--- src/rtl/c2h_byp_st_arb.sv ---
// Round-robin arbiter for two C2H ST bypass descriptor requesters, with a
// 2-entry registered output buffer. Define C2H_BYP_ARB_STATS_EN to build the grant counters.
module c2h_byp_st_arb #(
  parameter int ADDR_W = 64,
  parameter int QID_W  = 11,
  parameter int FUNC_W = 12
) (
  input  logic              axi_aclk,
  input  logic              axi_aresetn,
  input  logic [ADDR_W-1:0] r0_addr,
  input  logic [QID_W-1:0]  r0_qid,
  input  logic [FUNC_W-1:0] r0_func,
  input  logic [2:0]        r0_port_id,
  input  logic [6:0]        r0_pfch_tag,
  input  logic              r0_error,
  input  logic              r0_vld,
  output logic              r0_rdy,
  input  logic [ADDR_W-1:0] r1_addr,
  input  logic [QID_W-1:0]  r1_qid,
  input  logic [FUNC_W-1:0] r1_func,
  input  logic [2:0]        r1_port_id,
  input  logic [6:0]        r1_pfch_tag,
  input  logic              r1_error,
  input  logic              r1_vld,
  output logic              r1_rdy,
  input  logic              arb_pause,
  output logic [ADDR_W-1:0] m_addr,
  output logic [QID_W-1:0]  m_qid,
  output logic [FUNC_W-1:0] m_func,
  output logic [2:0]        m_port_id,
  output logic [6:0]        m_pfch_tag,
  output logic              m_error,
  output logic              m_src,
  output logic              m_vld,
  input  logic              m_rdy,
  output logic [15:0]       gnt_cnt0,
  output logic [15:0]       gnt_cnt1
);

  typedef struct packed {
    logic [ADDR_W-1:0] addr;
    logic [QID_W-1:0]  qid;
    logic [FUNC_W-1:0] func;
    logic [2:0]        port_id;
    logic [6:0]        pfch_tag;
    logic              error;
    logic              src;
  } entry_t;

  entry_t     mem_q [2];
  entry_t     mem_d [2];
  entry_t     push_entry;
  logic       wr_ptr_q, wr_ptr_d;
  logic       rd_ptr_q, rd_ptr_d;
  logic [1:0] count_q, count_d;
  logic       last_q, last_d;
  logic       pop, push, space, can_gnt, gnt0, gnt1;

  always_comb begin
    pop     = (count_q != 2'd0) & m_rdy;
    space   = (count_q != 2'd2) | pop;
    can_gnt = space & ~arb_pause & axi_aresetn;
    // On contention the requester that did not win last time goes next.
    gnt0    = can_gnt & r0_vld & (~r1_vld | last_q);
    gnt1    = can_gnt & r1_vld & (~r0_vld | ~last_q);
    push    = gnt0 | gnt1;

    if (gnt1)
      push_entry = '{addr: r1_addr, qid: r1_qid, func: r1_func, port_id: r1_port_id,
                     pfch_tag: r1_pfch_tag, error: r1_error, src: 1'b1};
    else
      push_entry = '{addr: r0_addr, qid: r0_qid, func: r0_func, port_id: r0_port_id,
                     pfch_tag: r0_pfch_tag, error: r0_error, src: 1'b0};

    mem_d[0] = mem_q[0];
    mem_d[1] = mem_q[1];
    if (push) mem_d[wr_ptr_q] = push_entry;
    wr_ptr_d = wr_ptr_q ^ push;
    rd_ptr_d = rd_ptr_q ^ pop;
    count_d  = count_q + {1'b0, push} - {1'b0, pop};
    last_d   = push ? gnt1 : last_q;
  end

  always_ff @(posedge axi_aclk or negedge axi_aresetn) begin
    if (!axi_aresetn) begin
      mem_q[0] <= '0;
      mem_q[1] <= '0;
      wr_ptr_q <= 1'b0;
      rd_ptr_q <= 1'b0;
      count_q  <= 2'd0;
      last_q   <= 1'b1;
    end else begin
      mem_q[0] <= mem_d[0];
      mem_q[1] <= mem_d[1];
      wr_ptr_q <= wr_ptr_d;
      rd_ptr_q <= rd_ptr_d;
      count_q  <= count_d;
      last_q   <= last_d;
    end
  end

  assign r0_rdy     = gnt0;
  assign r1_rdy     = gnt1;
  assign m_vld      = (count_q != 2'd0);
  assign m_addr     = mem_q[rd_ptr_q].addr;
  assign m_qid      = mem_q[rd_ptr_q].qid;
  assign m_func     = mem_q[rd_ptr_q].func;
  assign m_port_id  = mem_q[rd_ptr_q].port_id;
  assign m_pfch_tag = mem_q[rd_ptr_q].pfch_tag;
  assign m_error    = mem_q[rd_ptr_q].error;
  assign m_src      = mem_q[rd_ptr_q].src;

`ifdef C2H_BYP_ARB_STATS_EN
  logic [15:0] cnt0_q, cnt0_d, cnt1_q, cnt1_d;

  always_comb begin
    cnt0_d = (gnt0 && cnt0_q != 16'hFFFF) ? cnt0_q + 16'd1 : cnt0_q;
    cnt1_d = (gnt1 && cnt1_q != 16'hFFFF) ? cnt1_q + 16'd1 : cnt1_q;
  end

  always_ff @(posedge axi_aclk or negedge axi_aresetn) begin
    if (!axi_aresetn) begin
      cnt0_q <= 16'h0000;
      cnt1_q <= 16'h0000;
    end else begin
      cnt0_q <= cnt0_d;
      cnt1_q <= cnt1_d;
    end
  end

  assign gnt_cnt0 = cnt0_q;
  assign gnt_cnt1 = cnt1_q;
`else
  assign gnt_cnt0 = 16'h0000;
  assign gnt_cnt1 = 16'h0000;
`endif

endmodule
--- config.mk ---
export PLATFORM = sky130hd
export DESIGN_NAME = c2h_byp_st_arb
export DESIGN_NICKNAME = d
export VERILOG_FILES = /design/src/rtl/c2h_byp_st_arb.sv
export SDC_FILE = /design/constraint.sdc
export NUM_CORES = 1
export LEC_CHECK = 0
export CAP_MARGIN = 10
export CORE_MARGIN = 1.5
export CORE_UTILIZATION = 25
export CTS_BUF_LIST = sky130_fd_sc_hd__clkbuf_16
export CTS_CLUSTER_DIAMETER = 100
export DETAILED_ROUTE_END_ITERATION = 16
export PLACE_DENSITY_LB_ADDON = 0.15
export SYNTH_ARGS = -nofsm -noshare
export SYNTH_HDL_FRONTEND = slang
export SYNTH_SLANG_ARGS = --single-unit
--- constraint.sdc ---
create_clock -name axi_aclk -period 3.7 [get_ports axi_aclk]
set_input_delay 0.37 -clock axi_aclk [delete_from_list [all_inputs] [get_ports axi_aclk]]
set_output_delay 0.37 -clock axi_aclk [all_outputs]
set_load 0.05 [all_outputs]
==> impl_metrics.tcl <==
set metrics [dict create \
    cts_tree "yes" \
    placed_area_mm2 0.01411 \
    grt_max_degree 100 \
    r2r-end "mem_q[62]" \
    status "finished clean" \
    area_growth_pct 39.19 \
    ir_worst_vdd_uv 434.9 \
    cts_max_path_buffers 3 \
    wl_mm 38.23 \
    cts_buffers 25 \
    cp.arrival_ns 2.75 \
    clkLatencyLatePin_ns 0.53 \
    yosysWarnings 0 \
    netlist_area_mm2 0.01067 \
    min_period_over_period_pct 84.22 \
    p_comb_share_pct 58.5 \
    p_clk_share_pct 15.3 \
    die_h_um 209.6 \
    worstMarginPinSlew_ns 0.9814 \
    clkSinkCount 203 \
    cpPeakStageDelay_ns 0.85 \
    tns_ns 0 \
    io_buffers 303 \
    syn_area_per_cell_um2 9.961 \
    total_power_w 0.01472 \
    r2r_start "count_q[1]" \
    cp_max_fo 50 \
    drv_cap 0 \
    crit_type "in2out" \
    final_cell_area_mm2 0.01485 \
    io_pins 336 \
    start_util_pct 25.37 \
    switching_share_pct 47.25 \
    antenna_found_initial 3 \
    drc 0 \
    die_w_um 209.6 \
    ys_types 33 \
    dp_hpwl_mm 24.25 \
    gr-total-overflow 0 \
    hold_path_class "in2async" \
    report.final.slew_viol_count 0 \
    drive_above_1_share_pct 14.63 \
    setup-violations-final 0 \
    final_common_cell "clkdlybuf4s50_1" \
    die-area_mm2 0.04392 \
    p_leak_nw 5.511 \
    p_seq_share_pct 26.2 \
    p_sw_w 0.006952 \
    cp_cell_sequence "dlygate4sd3_1, clkbuf_8, nor3b_2, and3_1, clkdlybuf4s50_1" \
    grt.total_usage_pct 17.18 \
    critPathBufInv 3 \
    max_freq_mhz 320.9 \
    worst_path_dominant_cell_family "buffers and inverters" \
    mostFrequentLayoutCells "301 x clkdlybuf4s50_1, 201 x dfrtp_1, 197 x a31oi_1" \
    final_hold_viol_count 0 \
    core_region_area_mm2 0.04204 \
    drtPass1Iterations 5 \
    ys_ff_latch 203 \
    r2r_cells 7 \
    viasPerCell 5.049 \
    yosysSeqAreaShare_pct 47.63 \
    crit_path_end_kind "output port" \
    rrSetupSlack_ns 1.39 \
    grt_pass1_vias 9898 \
    clock_skew_ns 0.01802 \
    clkTransAtPathRegs_ns 0.06 \
    cts_root_buf "clkbuf_16" \
    ant_nets 0 \
    syn_inst 1071 \
    relSlewSlack_pct 34.57 \
    start_kind "input pin" \
    required_ns 3.33 \
    layout_setup_ws_ns 0.5839 \
    rsz0062_at_grt "no" \
    vias 9416 \
    grt_pass1_wl_mm 59.63 \
    num_rows 75 \
    place_ws_ns 0.9531 \
    place.gp.congestion 0.7367 \
    diodes 0 \
    nets 1516 \
    power.density_mw_per_mm2 991.1 \
    wire_per_inst_um 20.50 \
    crit_slowest_cell "clkdlybuf4s50_1" \
    min_period_ns 3.116 \
    cts_resized 0 \
    h-tree-depth 1 \
    drtIter0Drc 430 \
    intPower_w 0.007763 \
]
==> what timing repair did <==
item / 4_1_cts / 5_1_grt
endpoints found under the hold margin: 44 / 0
hold buffers: 1 / 0
buffers inserted: 0 / 0
endpoints found under the setup margin: 0 / 0
==> per-layer routing <==
layer	routed length, µm	part of all wire, %	track usage, %	vias up
li1	-	-	-	4463
met1	17350	45	23.46	4613
met2	17670	46	27.85	284
met3	2546	6.7	3.965	50
met4	617	1.6	3.448	6
met5	42	0.11	0	-
==> synth_stat cells <==
| library cell | instances | area (µm²) |
|---|---|---|
| dfstp_2 | 1 | 26.28 |
| nand2b_1 | 1 | 6.260 |
| nand2_2 | 1 | 6.260 |
| o21ai_0 | 1 | 5.000 |
| buf_1 | 2 | 7.510 |
| dfrtp_1 | 202 | 5055 |
| nor2_1 | 196 | 735.7 |
| a21oi_1 | 1 | 5.000 |
| xor2_1 | 1 | 8.760 |
| o21a_1 | 1 | 7.510 |
| buf_6 | 6 | 67.56 |
| nand4_2 | 9 | 112.6 |
| nor3b_1 | 1 | 7.510 |
| and3_1 | 1 | 6.260 |
| nor3_2 | 1 | 10.01 |
| inv_1 | 3 | 11.26 |
| mux2_2 | 101 | 1137 |
| or3b_1 | 1 | 8.760 |
| o31ai_1 | 88 | 660.6 |
| nand4_1 | 89 | 556.8 |
| conb_1 | 1 | 3.750 |
| buf_4 | 39 | 292.8 |
| buf_2 | 50 | 250.2 |
| and2_1 | 2 | 12.51 |
| a31oi_1 | 197 | 1232 |
| nor3b_2 | 1 | 12.51 |
| clkbuf_1 | 55 | 206.5 |
| or2_2 | 1 | 6.260 |
| xnor2_1 | 2 | 17.52 |
| ha_1 | 4 | 50.05 |
| o31ai_2 | 10 | 125.1 |
| and3b_1 | 1 | 8.760 |
| nand3b_1 | 1 | 7.510 |
==> stage by stage <==
stage          hold WS (ns)  std cells  util (%)
6_report             0.3653       1865     35.32
3_3_place_gp         0.3700       1821     33.56
3_5_place_dp         0.3736       1821     33.56
2_1_floorplan       0.07441       1102         -
4_1_cts              0.3595       1865     35.32
5_1_grt              0.3833       1865     35.32
==> final cells by class <==
cell class / instances / area (µm²)
multi-input cells: 744 / 4911
inverters: 3 / 11.26
fillers: 4320 / 27190
repair buffers: 333 / 3437
clock buffers: 25 / 625.6
well taps: 539 / 674.4
flip-flops and latches: 203 / 5085
clock inverters: 18 / 103.9
==> worst register-to-register path, cell delays in order (launching register included) <==
cell	delay, ns
dfrtp_1	0.40
nor3b_2	0.19
nor3b_2	0.25
o21a_1	0.25
ha_4	0.58
buf_4	0.33
nor2_1	0.07
a31oi_1	0.14
==> sequential cells by signal, indices dropped and copies added, names as in the netlist <==
name	cells
mem_q	198
count_q	2
last_q	1
rd_ptr_q	1
wr_ptr_q	1
==> power by group through the flow <==
stage	clock network, W	registers [W]	logic, W
2_1_floorplan	0	0.00373	0.00596
3_3_place_gp	0	0.00386	0.00866
3_5_place_dp	0	0.00390	0.00865
4_1_cts	0.00233	0.00387	0.00869
5_1_grt	0.00243	0.00402	0.00912
6_report	0.00225	0.00386	0.00860
==> cell families after synthesis <==
logic type | count (synthesis) | share of synthesized area, %
and+or+nand+nor | 306 | 14.04
adders and majority gates | 4 | 0.4692
other | 1 | 0.03515
AOI/OAI and AO/OA | 298 | 19.08
buffers and inverters | 155 | 7.835
xor gates and xnor gates | 3 | 0.2464
muxes | 101 | 10.66
DFF | 203 | 47.63
==> worst max path at each step <==
stage / from / end / slack, ns / cells past startpoint
after floorplan: count_q[1] / mem_q[130] / 1.44 / 10
after global routing: axi_aresetn / r0_rdy / 0.41 / 5
after detailed placement: m_rdy / mem_q[14] / 0.95 / 8
after CTS: axi_aresetn / r0_rdy / 0.55 / 5
final: axi_aresetn / r0_rdy / 0.58 / 5
after global placement: m_rdy / mem_q[10] / 1.01 / 8
(Power assumes the default switching activity.)
